**src/rtl/jpeg_qf_ctrl.sv**
```systemverilog
// Capture sequencer for the JPEG encoder: issues capture pulses, walks the QF
// down when the compressed image exceeds the byte budget, and reports the result.
module jpeg_qf_ctrl #(
    parameter int TIMEOUT_CYCLES = 16777216,
    parameter int MAX_ATTEMPTS   = 4
) (
    input  logic        clock_in,
    input  logic        reset_in,
    input  logic        cmd_start_in,
    input  logic        cmd_abort_in,
    input  logic        auto_qf_en_in,
    input  logic [1:0]  qf_init_in,
    input  logic [15:0] size_budget_in,
    input  logic        image_valid_in,
    input  logic [15:0] address_in,
    output logic        start_capture_out,
    output logic [1:0]  qf_select_out,
    output logic        busy_out,
    output logic        done_out,
    output logic [1:0]  status_out,
    output logic [15:0] final_size_out,
    output logic [1:0]  final_qf_out,
    output logic [2:0]  attempts_out,
    output logic [2:0]  state_dbg_out
);

    // Handshake: cmd_start_in/cmd_abort_in are single-cycle pulses with no ready;
    // start is only accepted in IDLE, abort only outside IDLE. start_capture_out
    // and done_out are single-cycle pulses; image_valid_in is a level.
    localparam int TW = $clog2(TIMEOUT_CYCLES) + 1;
    localparam logic [TW-1:0] TMO_LAST = TW'(TIMEOUT_CYCLES - 1);
    localparam logic [2:0] ATT_MAX = 3'(MAX_ATTEMPTS);

    localparam logic [1:0] ST_OK       = 2'd0;
    localparam logic [1:0] ST_OVERSIZE = 2'd1;
    localparam logic [1:0] ST_TIMEOUT  = 2'd2;
    localparam logic [1:0] ST_ABORTED  = 2'd3;

    typedef enum logic [2:0] {
        S_IDLE,
        S_START,
        S_WAIT_CLEAR,
        S_WAIT_IMAGE,
        S_CHECK
    } state_t;

    state_t        state;
    logic [15:0]   budget_r;
    logic [15:0]   size_r;
    logic          auto_r;
    logic          abort_pend;
    logic [2:0]    attempts;
    logic [TW-1:0] tmo_cnt;

    assign state_dbg_out = state;

    always_ff @(posedge clock_in) begin
        if (reset_in) begin
            state             <= S_IDLE;
            start_capture_out <= 1'b0;
            qf_select_out     <= 2'd0;
            busy_out          <= 1'b0;
            done_out          <= 1'b0;
            status_out        <= 2'd0;
            final_size_out    <= 16'd0;
            final_qf_out      <= 2'd0;
            attempts_out      <= 3'd0;
            budget_r          <= 16'd0;
            size_r            <= 16'd0;
            auto_r            <= 1'b0;
            abort_pend        <= 1'b0;
            attempts          <= 3'd0;
            tmo_cnt           <= '0;
        end else begin
            start_capture_out <= 1'b0;
            done_out          <= 1'b0;
            if (state != S_IDLE && cmd_abort_in) begin
                abort_pend <= 1'b1;
            end
            unique case (state)
                S_IDLE: begin
                    if (cmd_start_in) begin
                        budget_r          <= size_budget_in;
                        auto_r            <= auto_qf_en_in;
                        qf_select_out     <= qf_init_in;
                        attempts          <= 3'd0;
                        abort_pend        <= 1'b0;
                        start_capture_out <= 1'b1;
                        busy_out          <= 1'b1;
                        state             <= S_START;
                    end
                end
                S_START: begin
                    attempts <= attempts + 3'd1;
                    tmo_cnt  <= '0;
                    state    <= S_WAIT_CLEAR;
                end
                S_WAIT_CLEAR: begin
                    if (tmo_cnt == TMO_LAST) begin
                        status_out     <= ST_TIMEOUT;
                        final_size_out <= 16'd0;
                        final_qf_out   <= qf_select_out;
                        attempts_out   <= attempts;
                        done_out       <= 1'b1;
                        busy_out       <= 1'b0;
                        state          <= S_IDLE;
                    end else begin
                        tmo_cnt <= tmo_cnt + 1'b1;
                        // The encoder holds image_valid from the previous frame until it restarts.
                        if (!image_valid_in) begin
                            state <= S_WAIT_IMAGE;
                        end
                    end
                end
                S_WAIT_IMAGE: begin
                    if (image_valid_in) begin
                        size_r <= address_in;
                        state  <= S_CHECK;
                    end else if (tmo_cnt == TMO_LAST) begin
                        status_out     <= ST_TIMEOUT;
                        final_size_out <= 16'd0;
                        final_qf_out   <= qf_select_out;
                        attempts_out   <= attempts;
                        done_out       <= 1'b1;
                        busy_out       <= 1'b0;
                        state          <= S_IDLE;
                    end else begin
                        tmo_cnt <= tmo_cnt + 1'b1;
                    end
                end
                S_CHECK: begin
                    if (abort_pend || cmd_abort_in || size_r <= budget_r ||
                        !auto_r || qf_select_out == 2'd3 || attempts == ATT_MAX) begin
                        if (abort_pend || cmd_abort_in) begin
                            status_out <= ST_ABORTED;
                        end else if (size_r <= budget_r) begin
                            status_out <= ST_OK;
                        end else begin
                            status_out <= ST_OVERSIZE;
                        end
                        final_size_out <= size_r;
                        final_qf_out   <= qf_select_out;
                        attempts_out   <= attempts;
                        done_out       <= 1'b1;
                        busy_out       <= 1'b0;
                        state          <= S_IDLE;
                    end else begin
                        // Retry one step lower in quality; QF settles with the start pulse.
                        qf_select_out     <= qf_select_out + 2'd1;
                        start_capture_out <= 1'b1;
                        state             <= S_START;
                    end
                end
                default: begin
                    busy_out <= 1'b0;
                    state    <= S_IDLE;
                end
            endcase
        end
    end

endmodule
```
**config.mk**
```make
export PLATFORM = sky130hd
export DESIGN_NAME = jpeg_qf_ctrl
export DESIGN_NICKNAME = d
export VERILOG_FILES = /design/src/rtl/jpeg_qf_ctrl.sv
export SDC_FILE = /design/constraint.sdc
export NUM_CORES = 1
export LEC_CHECK = 0
export BUFFER_PORTS_ARGS = -buffer_cell sky130_fd_sc_hd__buf_4
export CORE_MARGIN = 2
export CORE_UTILIZATION = 28
export CTS_BUF_LIST = sky130_fd_sc_hd__clkbuf_4 sky130_fd_sc_hd__clkbuf_8
export DETAILED_ROUTE_END_ITERATION = 12
export SYNTH_ARGS = -nofsm -noshare
export SYNTH_HDL_FRONTEND = slang
export SYNTH_SLANG_ARGS = --single-unit
```
**constraint.sdc**
```tcl
create_clock -name clock_in -period 4.7 [get_ports clock_in]
set_input_delay 0.94 -clock clock_in [delete_from_list [all_inputs] [get_ports clock_in]]
set_output_delay 0.94 -clock clock_in [all_outputs]
set_load 0.05 [all_outputs]
```
==> results.json <==
{
  "outcome": "completed",
  "finalNetCount": 651,
  "ant_nets": 0,
  "drt_iter0_markers": 181,
  "max_cap_viol_count": 0,
  "syn_nets": 596,
  "grt_pass1_vias": 3715,
  "overflow": 0,
  "antenna_found_initial": 0,
  "wl_per_cell_um": 13.6,
  "vdd_drop_max_v": 0.000122,
  "placementRows": 45,
  "cts_tree": "built",
  "startpoint_type": "flip-flop",
  "cp.required_ns": 4.96,
  "rsz0062_at_grt": "no",
  "cp.arrival_ns": 3.35,
  "routabilityCongestion": 0.801,
  "drc": 0,
  "ys_types": 43,
  "place_hpwl_um": 7960,
  "num_vias": 3745,
  "start_util_pct": 28.7,
  "yosys_warnings": 0,
  "yosys-top-cells-count": "nand2_1, dfxtp_1, a21oi_1, nor2_1, nand3_1",
  "synth_seq_cells": 93,
  "setup_viol": 0,
  "maxSlewHeadroom_pct": 36.1,
  "cts_buffer_depth": 2,
  "die-height_um": 129,
  "yosysMostFrequentCell": "nand2_1",
  "synth_seq_area_share_pct": 42.5,
  "synthArstFlopShare_pct": 0,
  "num_io_pins": 71,
  "finalMaxSlewViolations": 0,
  "synth_area_per_cell_um2": 8.17,
  "power_density_nw_per_um2": 307,
  "numClockSinks": 93,
  "cts.repair.resized": 0,
  "antenna_cells": 0,
  "clock-skew-final_ns": 0.0129,
  "via_per_inst": 4.64,
  "core_um2": 15300,
  "max_freq_ghz": 0.324,
  "min_period_ns": 3.09,
  "hold_ws_ns": 0.462,
  "timing.final.hold_violations": 0,
  "n_fill_cell": 1609,
  "area_delta_synth_final_pct": 19.6,
  "synth-edff-count": 0,
  "clk_pin_slew_ns": 0.10,
  "wl_um": 11000,
  "critPathMaxFanout": 22,
  "yosysTopAreaCell": "dfxtp_1",
  "period_share_pct": 65.7,
  "worstSkewPairLatency_ns": 0.37,
  "post_cts_buffers": 0,
  "leakage_nw": 2.01,
  "cts_root_buffer": "clkbuf_8",
  "cts_made_buffers": 9,
  "synthCells": 536,
  "netlist.area_leader.share_pct": 42.5,
  "drtPass1Iterations": 4,
  "netlist_area_um2": 4380,
  "die_x_um": 129,
  "dieArea_um2": 16700,
  "ys_top_cells_by_area": "dfxtp_1, nand2_1, a21oi_1",
  "io_buffers": 70,
  "worstMarginPinSlew_ns": 0.957,
  "grt_max_degree": 51,
  "min_path_type": "flip-flop to flip-flop",
  "ys.flop_type": "dfxtp_1",
  "drive_gt1_share_pct": 16.6,
  "end_kind": "flip-flop",
  "grt_pass1_wl_um": 17800,
  "postCtsHoldBufs": 0,
  "path_class": "flip-flop to flip-flop",
  "track_usage_pct": 13.4,
  "fin_tns_setup_ns": 0,
  "h-tree-depth": 3
}
kinds of logic after synthesis:
kind of cell             after synthesis  synth area share [%]
AO/OA/AOI/OAI                         77                  10.5
XOR/XNOR                              18                  3.60
adder cells (fa/ha/maj)               20                  5.71
buffers and inverters                 53                  5.37
flip-flops                            93                  42.5
multiplexers                          24                  5.51
AND/OR/NAND/NOR                      251                  26.8
layout by cell type, fill, tap and decap left out, types with 4 or more instances in the layout:
| cell | netlist | routed |
|---|---|---|
| a21oi_1 | 51 | 51 |
| and2_1 | 9 | 9 |
| and3_1 | 7 | 7 |
| and4_1 | 4 | 4 |
| buf_4 | 0 | 73 |
| clkbuf_8 | 0 | 10 |
| dfxtp_1 | 93 | 93 |
| ha_1 | 20 | 20 |
| inv_1 | 24 | 24 |
| mux2i_1 | 23 | 23 |
| nand2_1 | 124 | 124 |
| nand3_1 | 26 | 26 |
| nand4_1 | 16 | 16 |
| nor2_1 | 36 | 36 |
| nor2b_1 | 4 | 4 |
| nor3_1 | 9 | 9 |
| o21ai_0 | 9 | 9 |
| xor2_1 | 18 | 18 |
worst paths after layout:
check | cells after the start | slack (ns) | end | from
hold reg to reg | 2 | 0.46 | budget_r[10] | budget_r[10]
setup / recovery | 8 | 1.61 | status_out[1] | budget_r[15]
hold / removal | 2 | 0.46 | budget_r[10] | budget_r[10]
setup reg to reg | 8 | 1.61 | status_out[1] | budget_r[15]
final cells by class:
class,count,area [um^2],share of cell area [%]
multi-input combinational,390,2280,43.6
tap,211,264,5.04
clock buffer,10,138,2.63
timing repair buffer,73,548,10.5
inverter,24,90.1,1.72
clock inverter,6,53.8,1.03
sequential,93,1860,35.5
flip-flops by register name, summed over array words and instances, names as in the netlist:
signal	cells
budget_r	16
final_qf_out	2
auto_r	1
final_size_out	16
busy_out	1
attempts_out	3
status_out	2
attempts	3
size_r	16
abort_pend	1
start_capture_out	1
qf_select_out	2
state_dbg_out	3
tmo_cnt	25
done_out	1
report_power, final:
group | total [W] | internal [W] | switching (W) | leakage, nW
clock | 0.000524 | 0.000216 | 0.000308 | 0.0954
sequential | 0.000840 | 0.000814 | 0.0000261 | 0.753
combinational | 0.000241 | 0.0000855 | 0.000156 | 1.16
total | 0.00161 | 0.00112 | 0.000490 | 2.01
metal layers:
layer / global-route usage [%] / vias up / wire length, um
li1: - / 1924 / -
met1: 17.3 / 1751 / 5150
met2: 21.8 / 59 / 5170
met3: 3.67 / 11 / 472
met4: 4.67 / 0 / 187
met5: 0 / - / 0
per-stage QoR:
step / instances / cell area [um^2] / setup slack, ns / total power (W) / utilization (%)
after floorplan: 536 / 4380 / 2.23 / 0.00102 / -
final: 807 / 5240 / 1.61 / 0.00161 / 34.3
after global routing: 807 / 5240 / 1.30 / 0.00169 / 34.3
after CTS: 807 / 5240 / 1.63 / 0.00162 / 34.3
after detailed placement: 791 / 5050 / 1.66 / 0.00110 / 33.1
after global placement: 791 / 5050 / 1.72 / 0.00110 / 33.1
critical path, cell delays in order (launching register included):
cell and delay, ns:
dfxtp_1 0.34, inv_1 0.05, ha_1 0.31, nand4_1 0.15, nor4_1 0.58, nand2_1 0.14
and2_1 0.25, a21oi_4 0.78, mux2_1 0.38
No activity file was read; power rests on OpenSTA's default activity.
